<file path="src/rtl/high_speed_bus_interface.sv">
// SECDED (39,32) link stage: encode into a codeword register, decode next cycle.
// Ports: clk, rst (sync, active-high), valid_in/data_in in; valid_out/data_out/error_detected/error_corrected out.
module high_speed_bus_interface (
    input  logic        clk,
    input  logic        rst,
    input  logic        valid_in,
    input  logic [31:0] data_in,
    output logic        valid_out,
    output logic [31:0] data_out,
    output logic        error_detected,
    output logic        error_corrected
);

    logic [38:0] cw_q;
    logic        cw_vld_q;

    logic [5:0]  syn;
    logic        par;
    logic [38:0] fix;
    logic [31:0] dec_data;
    logic        dec_det;
    logic        dec_cor;

    // Positions 1,2,4,8,16,32 carry check bits; 0 is the overall parity bit.
    function automatic logic is_check_pos(input int p);
        return (p & (p - 1)) == 0;
    endfunction

    function automatic logic [38:0] encode(input logic [31:0] d);
        logic [38:0] c;
        int          j;
        c = '0;
        j = 0;
        for (int p = 1; p < 39; p++) begin
            if (!is_check_pos(p)) begin
                c[6'(p)] = d[5'(j)];
                j++;
            end
        end
        for (int k = 0; k < 6; k++) begin
            for (int p = 1; p < 39; p++) begin
                if (!is_check_pos(p) && (((p >> k) & 1) == 1))
                    c[6'(1 << k)] = c[6'(1 << k)] ^ c[6'(p)];
            end
        end
        c[0] = ^c[38:1];
        return c;
    endfunction

    function automatic logic [31:0] extract(input logic [38:0] c);
        logic [31:0] d;
        int          j;
        d = '0;
        j = 0;
        for (int p = 1; p < 39; p++) begin
            if (!is_check_pos(p)) begin
                d[5'(j)] = c[6'(p)];
                j++;
            end
        end
        return d;
    endfunction

    always_comb begin
        syn = '0;
        for (int p = 1; p < 39; p++) begin
            if (cw_q[6'(p)])
                syn = syn ^ 6'(p);
        end
        par = ^cw_q;
        // Flip only for a single error inside 1..38; every other case
        // leaves the word untouched so the raw data comes out.
        fix = cw_q;
        for (int p = 1; p < 39; p++) begin
            if (par && (syn == 6'(p)))
                fix[6'(p)] = ~fix[6'(p)];
        end
        dec_data = extract(fix);
        dec_det  = (syn != 6'd0) || par;
        dec_cor  = par && (syn <= 6'd38);
    end

    always_ff @(posedge clk) begin
        if (rst) begin
            cw_q            <= '0;
            cw_vld_q        <= 1'b0;
            valid_out       <= 1'b0;
            data_out        <= '0;
            error_detected  <= 1'b0;
            error_corrected <= 1'b0;
        end else begin
            if (valid_in) begin
                cw_q     <= encode(data_in);
                cw_vld_q <= 1'b1;
            end else begin
                cw_vld_q <= 1'b0;
            end
            if (cw_vld_q) begin
                valid_out       <= 1'b1;
                data_out        <= dec_data;
                error_detected  <= dec_det;
                error_corrected <= dec_cor;
            end else begin
                valid_out <= 1'b0;
            end
        end
    end

endmodule

</file>
<file path="config.mk">
export PLATFORM = sky130hd
export DESIGN_NAME = high_speed_bus_interface
export DESIGN_NICKNAME = d
export VERILOG_FILES = /design/src/rtl/high_speed_bus_interface.sv
export SDC_FILE = /design/constraint.sdc
export NUM_CORES = 1
export LEC_CHECK = 0
export BUFFER_PORTS_ARGS = -buffer_cell sky130_fd_sc_hd__buf_2
export CAP_MARGIN = 20
export CORE_ASPECT_RATIO = 1.25
export CORE_MARGIN = 2
export CORE_UTILIZATION = 40
export CTS_CLUSTER_DIAMETER = 30
export CTS_CLUSTER_SIZE = 28
export DETAILED_ROUTE_END_ITERATION = 10
export MAX_ROUTING_LAYER = met4
export SETUP_SLACK_MARGIN = 0.5
export SLEW_MARGIN = 20
export SYNTH_ARGS = -nofsm -noshare
export SYNTH_HDL_FRONTEND = slang
export SYNTH_SLANG_ARGS = --single-unit
</file>
<file path="constraint.sdc">
create_clock -name clk -period 2.4 [get_ports clk]
set_input_delay 0.24 -clock clk [delete_from_list [all_inputs] [get_ports clk]]
set_output_delay 0.24 -clock clk [all_outputs]
set_load 0.1 [all_outputs]
</file>
==> key figures, run 1 <==
Run status
  • Status: complete, but fails checks
  • Failing checks: setup timing

Final layout
  • Share of layout cells above drive strength 1: 0.3858
  • Diodes inserted: 0
  • Layout net count: roughly 420
  • Area delta synth->final: 33.71%

Synth
  • Number of synthesized register bits: just under 50
  • Seq/Total Area, Yosys: 0.3379
  • Primary FF master, synth: dfxtp_1
  • Async SR Flop Fraction: 0
  • Mapped Cells: a little over 300
  • Number of synthesized flops with an enable pin: 0
  • Syn Area/Cell: ~9.5 um2
  • YS warnings: 0
  • Count of cell types in the netlist: 30
  • Synthesized cell area: just under 0.003 mm2

Floorplan
  • Die span in x: roughly 80 um
  • Die H: 99.25 um
  • Die ar.: 0.007959 mm2
  • IO Pins: 70
  • Initial core utilization: 0.4161
  • Core ar.: between 0.006 and 0.007 mm2
  • Row cnt: 34

Clock tree
  • Root Driver: clkbuf_8
  • CTS buffer count: 5
  • Clk_lat worst skew: 300 ps
  • Clock Path Buffers: 2
  • Htree depth: 2
  • CTS tree: built
  • Clock-pin slew on the worst setup and hold paths: ~90 ps
  • CTS sink cnt: 49
  • Hold buffer count at CTS: 0

Worst setup path
  • Critical Path RT: approximately 2600 ps
  • Crit path capture: data_out[1]
  • Worst r2r src: cw_q[6]
  • Startpoint class of the critical path: flip-flop
  • Reg-to-reg setup timing slack: -40 ps
  • CP Class: reg -> reg
  • Critical Path Sink Type: flip-flop
  • R2R Path End: data_out[1]
  • R2R depth: 7
  • Worst-path fanout max: 10
  • Setup crit start: cw_q[6]
  • Worst Path Arrival: 2650 ps

Routing
  • Antenna Nets Post-Route: 0
  • DR vias: between 2000 and 2500
  • Routed len/inst: ~14 um
  • Remaining DRCs: 0
  • Vias per cell: roughly 4.8
  • TritonRoute pass-1 iters: 4
  • Routed Wire Length: roughly 6.4 mm
  • DR iter-0 viols: 68

Placement
  • Detailed Place HPWL: roughly 4.5 mm
  • Port bufs: 47
  • Routability cong.: between 0.7 and 0.8

Power
  • PwrDens: 929.6 mW/mm2
  • Leakage power total: 1.615 nW
  • Worst VDD drop: between 300 and 400 uV
  • Total power: between 3 and 4 mW

Timing
  • Min Hold Slack: around 190 ps
  • Share of the clock period used by the worst path after layout: 1.017
  • Count of final hold-check violations: 0
  • # setup viols final: 5
  • Slew Limit Headroom: 0.3809
  • Least-Margin Pin Slew: slightly above 900 ps
  • Post-layout min period: approximately 2400 ps
  • Clk_skew: approximately 5.3 ps
  • Setup Total Neg Slack: -143.4 ps
  • RSZ-0062 raised after global routing: true
  • FMAX: ~410 MHz
  • Final WS setup: -41.74 ps
  • Max-slew violations: 0

Job
  • Max cap viols: 0

Min path
  • HP Class: in -> reg
  • Worst hold path depth: 3

Global route
  • Vias in the first global route: around 2200
  • Tot GR Track Use: 0.1736
  • Maximum number of pins on one net before global-route repair: 50
  • Initial antenna violation count: 0
  • GRT overflow: 0
  • First-pass GRT wire length: approximately 10 mm
cell usage after synthesis (2+ instances only):
library cell | count | area (um2)
o211ai_1 | 2 | 15.01
nand4_1 | 3 | 18.77
buf_4 | 16 | 120.1
or3_1 | 15 | 93.84
xnor2_1 | 55 | 481.7
xor2_1 | 14 | 122.6
nor2_1 | 49 | 183.9
o21ai_0 | 15 | 75.07
dfxtp_1 | 49 | 980.9
clkbuf_1 | 11 | 41.29
a21oi_1 | 2 | 10.01
nor2b_1 | 2 | 12.51
xnor3_1 | 3 | 67.56
nor3_1 | 3 | 15.01
buf_1 | 2 | 7.510
a311oi_1 | 16 | 140.1
xnor2_2 | 6 | 97.59
mux2i_1 | 29 | 290.3
nand2_1 | 4 | 15.01
area by class of cell:
type / count / area (um2)
sequential: 49 / 1012
clock inverter: 1 / 5.005
tap: 90 / 112.6
fill: 638 / 3095
timing repair buffer: 79 / 486.7
clock buffer: 7 / 96.34
multi-input combinational: 245 / 2168
placed cells by master (no fill, tap or decap), types with 2 or more instances in the layout:
| master | synthesis | layout |
|---|---|---|
| nand2_2 | 0 | 2 |
| dfxtp_1 | 49 | 36 |
| xnor2_4 | 0 | 10 |
| nand2_1 | 4 | 2 |
| nor2b_1 | 2 | 2 |
| mux2_2 | 1 | 2 |
| clkbuf_8 | 0 | 7 |
| dfxtp_2 | 0 | 7 |
| dfxtp_4 | 0 | 6 |
| buf_2 | 0 | 47 |
| o21ai_0 | 15 | 14 |
| xor2_1 | 14 | 9 |
| xnor3_2 | 1 | 3 |
| a311oi_1 | 16 | 13 |
| conb_1 | 1 | 16 |
| xnor2_2 | 6 | 15 |
| mux2i_1 | 29 | 29 |
| or3_1 | 15 | 15 |
| nor2_1 | 49 | 49 |
| nor3_2 | 0 | 2 |
| o211ai_1 | 2 | 2 |
| a311oi_2 | 0 | 3 |
| xnor2_1 | 55 | 36 |
| buf_6 | 0 | 3 |
| buf_4 | 16 | 29 |
| nand4_1 | 3 | 3 |
| xor2_2 | 1 | 6 |
worst max-delay path, stage by stage, from the launching register on:
cell and delay, ps:
dfxtp_4 370, xnor2_4 180, xnor3_2 530, xor2_2 200, nor3_1 290, a21oi_2 140, or3_1 390, a311oi_1 250
registers in the layout (all words and copies together) (netlist names):
name,cells
cw_q,29
cw_vld_q,1
data_out,16
error_corrected,1
error_detected,1
valid_out,1
what timing repair did:
| action | CTS | global route |
|---|---|---|
| endpoints found under the hold margin | 0 | 0 |
| resized for setup | 33 | 24 |
| setup buffers | 10 | 5 |
| setup endpoints to repair | 18 | 18 |
| gates cloned | 1 | 0 |
| pin swaps | 24 | 9 |
stage by stage:
stage,cells,area [um2],worst slack (ps),util
6_report,471,3881,-41.74,0.5563
5_1_grt,471,3881,-153.5,0.5563
4_1_cts,466,3689,-29.35,0.5287
3_5_place_dp,447,3321,-78.32,0.4760
3_3_place_gp,447,3321,-47.17,0.4760
2_1_floorplan,322,3014,131.5,-
logic make-up after synthesis:
| family | Yosys count | share of synthesized area |
|---|---|---|
| compound gates | 39 | 0.09310 |
| xor+xnor | 80 | 0.2789 |
| buf+inv | 29 | 0.05819 |
| flops | 49 | 0.3379 |
| mux | 31 | 0.1091 |
| other cells | 1 | 0.001292 |
| simple gates | 78 | 0.1216 |
power breakdown:
group / leakage, nW / internal [mW] / switching (mW)
clock: 0.0542 / 0.261 / 0.271
combinational: 1.15 / 0.925 / 1.21
sequential: 0.411 / 0.883 / 0.0616
total: 1.62 / 2.07 / 1.54
worst min path at each step:
stage / from / to
3_3_place_gp: error_corrected / error_corrected
6_report: data_in[3] / cw_q[7]
2_1_floorplan: data_in[2] / cw_q[6]
4_1_cts: data_in[6] / cw_q[11]
3_5_place_dp: data_out[9] / data_out[9]
5_1_grt: data_in[14] / cw_q[20]
per-layer routing:
layer	up-vias	share of wire	GRT usage
met2	54	0.52	0.2987
met4	0	0.022	0.07301
met5	-	0	-
li1	1166	-	-
met1	1043	0.42	0.1977
met3	8	0.035	0.02813
Power figures use the tool's default switching activity.
==> run 2, diff against run 1 <==
--- a/config.mk
+++ b/config.mk
@@ -5,7 +5,7 @@
 export SDC_FILE = /design/constraint.sdc
 export NUM_CORES = 1
 export LEC_CHECK = 0
-export BUFFER_PORTS_ARGS = -buffer_cell sky130_fd_sc_hd__buf_2
+export BUFFER_PORTS_ARGS = -buffer_cell sky130_fd_sc_hd__buf_4
 export CAP_MARGIN = 20
 export CORE_ASPECT_RATIO = 1.25
 export CORE_MARGIN = 2
@@ -15,7 +15,7 @@
 export DETAILED_ROUTE_END_ITERATION = 10
 export MAX_ROUTING_LAYER = met4
 export SETUP_SLACK_MARGIN = 0.5
-export SLEW_MARGIN = 20
+export SLEW_MARGIN = 10
 export SYNTH_ARGS = -nofsm -noshare
 export SYNTH_HDL_FRONTEND = slang
 export SYNTH_SLANG_ARGS = --single-unit
==> key figures, run 2 (synthesis results as in run 1) <==
Timing
  • Least-Margin Pin Slew: approximately 730 ps
  • # setup viols final: 2
  • Max-slew violations: 0
  • FMAX: 400.5 MHz
  • RSZ-0062 raised after global routing: true
  • Post-layout min period: roughly 2500 ps
  • Clk_skew: 4.811 ps
  • Share of the clock period used by the worst path after layout: 1.040
  • Count of final hold-check violations: 0
  • Slew Limit Headroom: 0.5097
  • Final WS setup: -97.11 ps

Floorplan
  • Die ar.: slightly below 0.008 mm2
  • Die span in x: ~80 um
  • Initial core utilization: 0.4161
  • Row cnt: 34
  • Core ar.: about 0.0070 mm2
  • Die H: between 90 and 100 um
  • IO Pins: 70

Final layout
  • Most frequent cells in the layout: buf_4, nor2_1, dfxtp_1, xnor2_1, mux2i_1
  • Layout net count: 420
  • # fillers: a little over 600
  • Most common cell after layout, fill and taps aside: buf_4
  • Share of layout cells above drive strength 1: 0.3990
  • Largest Register: cw_q
  • Area delta synth->final: 41.12%
  • Largest regs: cw_q (29), data_out (16)
  • Diodes inserted: 0
  • Final cell count without fillers: around 480
  • Number of flip-flops in the largest register: 29

Routing
  • TritonRoute pass-1 iters: 6
  • DR iter-0 viols: between 80 and 90
  • Vias per cell: approximately 4.9
  • Remaining DRCs: 0
  • Antenna Nets Post-Route: 0
  • Routed Wire Length: approximately 6.9 mm
  • DR vias: ~2300
  • Routed len/inst: between 10 and 15 um

Clock tree
  • CTS tree: built
  • Clock Path Buffers: 2
  • Clk_lat worst skew: 300 ps
  • CTS buffer count: 5
  • CTS sink cnt: roughly 50
  • Clock-pin slew on the worst setup and hold paths: roughly 90 ps
  • Root Driver: clkbuf_8
  • Htree depth: 2

Placement
  • Detailed Place HPWL: around 4.5 mm
  • Pre-CTS setup slack: -82.16 ps
  • Routability cong.: around 0.79
  • Port bufs: between 40 and 50
  • DP Cell Count: around 450

Power
  • PwrDens: around 940 mW/mm2
  • Worst VDD drop: about 470 uV
  • Leakage power total: approximately 1.7 nW

Worst setup path
  • Worst-path fanout max: 5
  • Critical Path Sink Type: flip-flop
  • Worst Path Arrival: between 2000 and 3000 ps
  • Startpoint class of the critical path: flip-flop
  • R2R depth: 7
  • CP Class: reg -> reg
  • Critical Path RT: 2620 ps

Min path
  • Worst hold path depth: 3
  • HP Class: in -> reg

Global route
  • Vias in the first global route: ~2300
  • GRT overflow: 0
  • Initial antenna violation count: 0
  • First-pass GRT wire length: 10.77 mm
  • Maximum number of pins on one net before global-route repair: 50
  • Tot GR Track Use: 0.1793

Job
  • Max cap viols: 0

Run status
  • Failing checks: setup timing
  • Status: complete, but fails checks
## run 2: cell count changes in the layout (fill, tap and decap cells not counted), moves of 3 or more
cell | previous run | this run
buf_6 | 3 | 7
buf_2 | 47 | 0
buf_4 | 29 | 76
xnor2_2 | 15 | 20
xnor2_1 | 36 | 33
clkbuf_1 | 0 | 3
## run 2: through the flow
stage | hold WS [ps] | instance area [um2] | util | total power [mW] | setup TNS [ps]
final | 182.9 | 4096 | 0.5872 | 3.870 | -107.7
after detailed placement | 480.3 | 3446 | 0.4939 | 2.592 | -330.2
after global placement | 480.4 | 3446 | 0.4939 | 2.569 | 0
after CTS | 175.1 | 3846 | 0.5513 | 3.493 | -13.46
after global routing | 185.0 | 4096 | 0.5872 | 4.062 | -1285
after floorplan | 386.4 | 3014 | - | 2.251 | 0
## run 2: worst paths after layout
| path | startpoint | end | slack (ps) |
|---|---|---|---|
| worst max register to register | cw_q[6] | data_out[0] | -100 |
| worst min register to register | data_out[7] | data_out[7] | 490 |
| worst min-delay path | data_in[20] | cw_q[26] | 180 |
| worst max-delay path | cw_q[6] | data_out[0] | -100 |
## run 2: layout make-up
| cell class | instances | area (um2) | area share |
|---|---|---|---|
| sequential | 49 | 1007 | 0.2459 |
| tap | 90 | 112.6 | 0.02749 |
| timing repair buffer | 84 | 669.4 | 0.1634 |
| clock buffer | 8 | 80.08 | 0.01955 |
| multi-input combinational | 245 | 2227 | 0.5437 |
## run 2: repair_timing
| item | in CTS | in global routing |
|---|---|---|
| hold buffers | 0 | 0 |
| buffers inserted | 11 | 8 |
| gates resized for setup | 36 | 31 |
| pin swaps | 32 | 15 |
| endpoints found under the setup margin | 18 | 18 |
| gates cloned | 1 | 0 |
## run 2: power breakdown
group / leakage, nW / total (mW) / internal (mW) / switching [mW]
sequential: 0.410 / 0.958 / 0.884 / 0.0737
clock: 0.0395 / 0.474 / 0.208 / 0.267
combinational: 1.23 / 2.44 / 1.10 / 1.34
## run 2: worst max-delay path: stages (launching register included)
cell	delay [ps]
dfxtp_4	370
xnor2_4	170
xnor3_2	500
xor2_2	240
nand2_2	120
mux2_4	330
or4_1	430
a311oi_1	260
## run 2: layer usage
| layer | wire length, um | global-route usage | vias to the layer above |
|---|---|---|---|
| li1 | - | - | 1177 |
| met3 | 300 | 0.03448 | 22 |
| met1 | 2758 | 0.2089 | 1072 |
| met4 | 297 | 0.08735 | 0 |
| met5 | 0 | - | - |
| met2 | 3532 | 0.2936 | 71 |
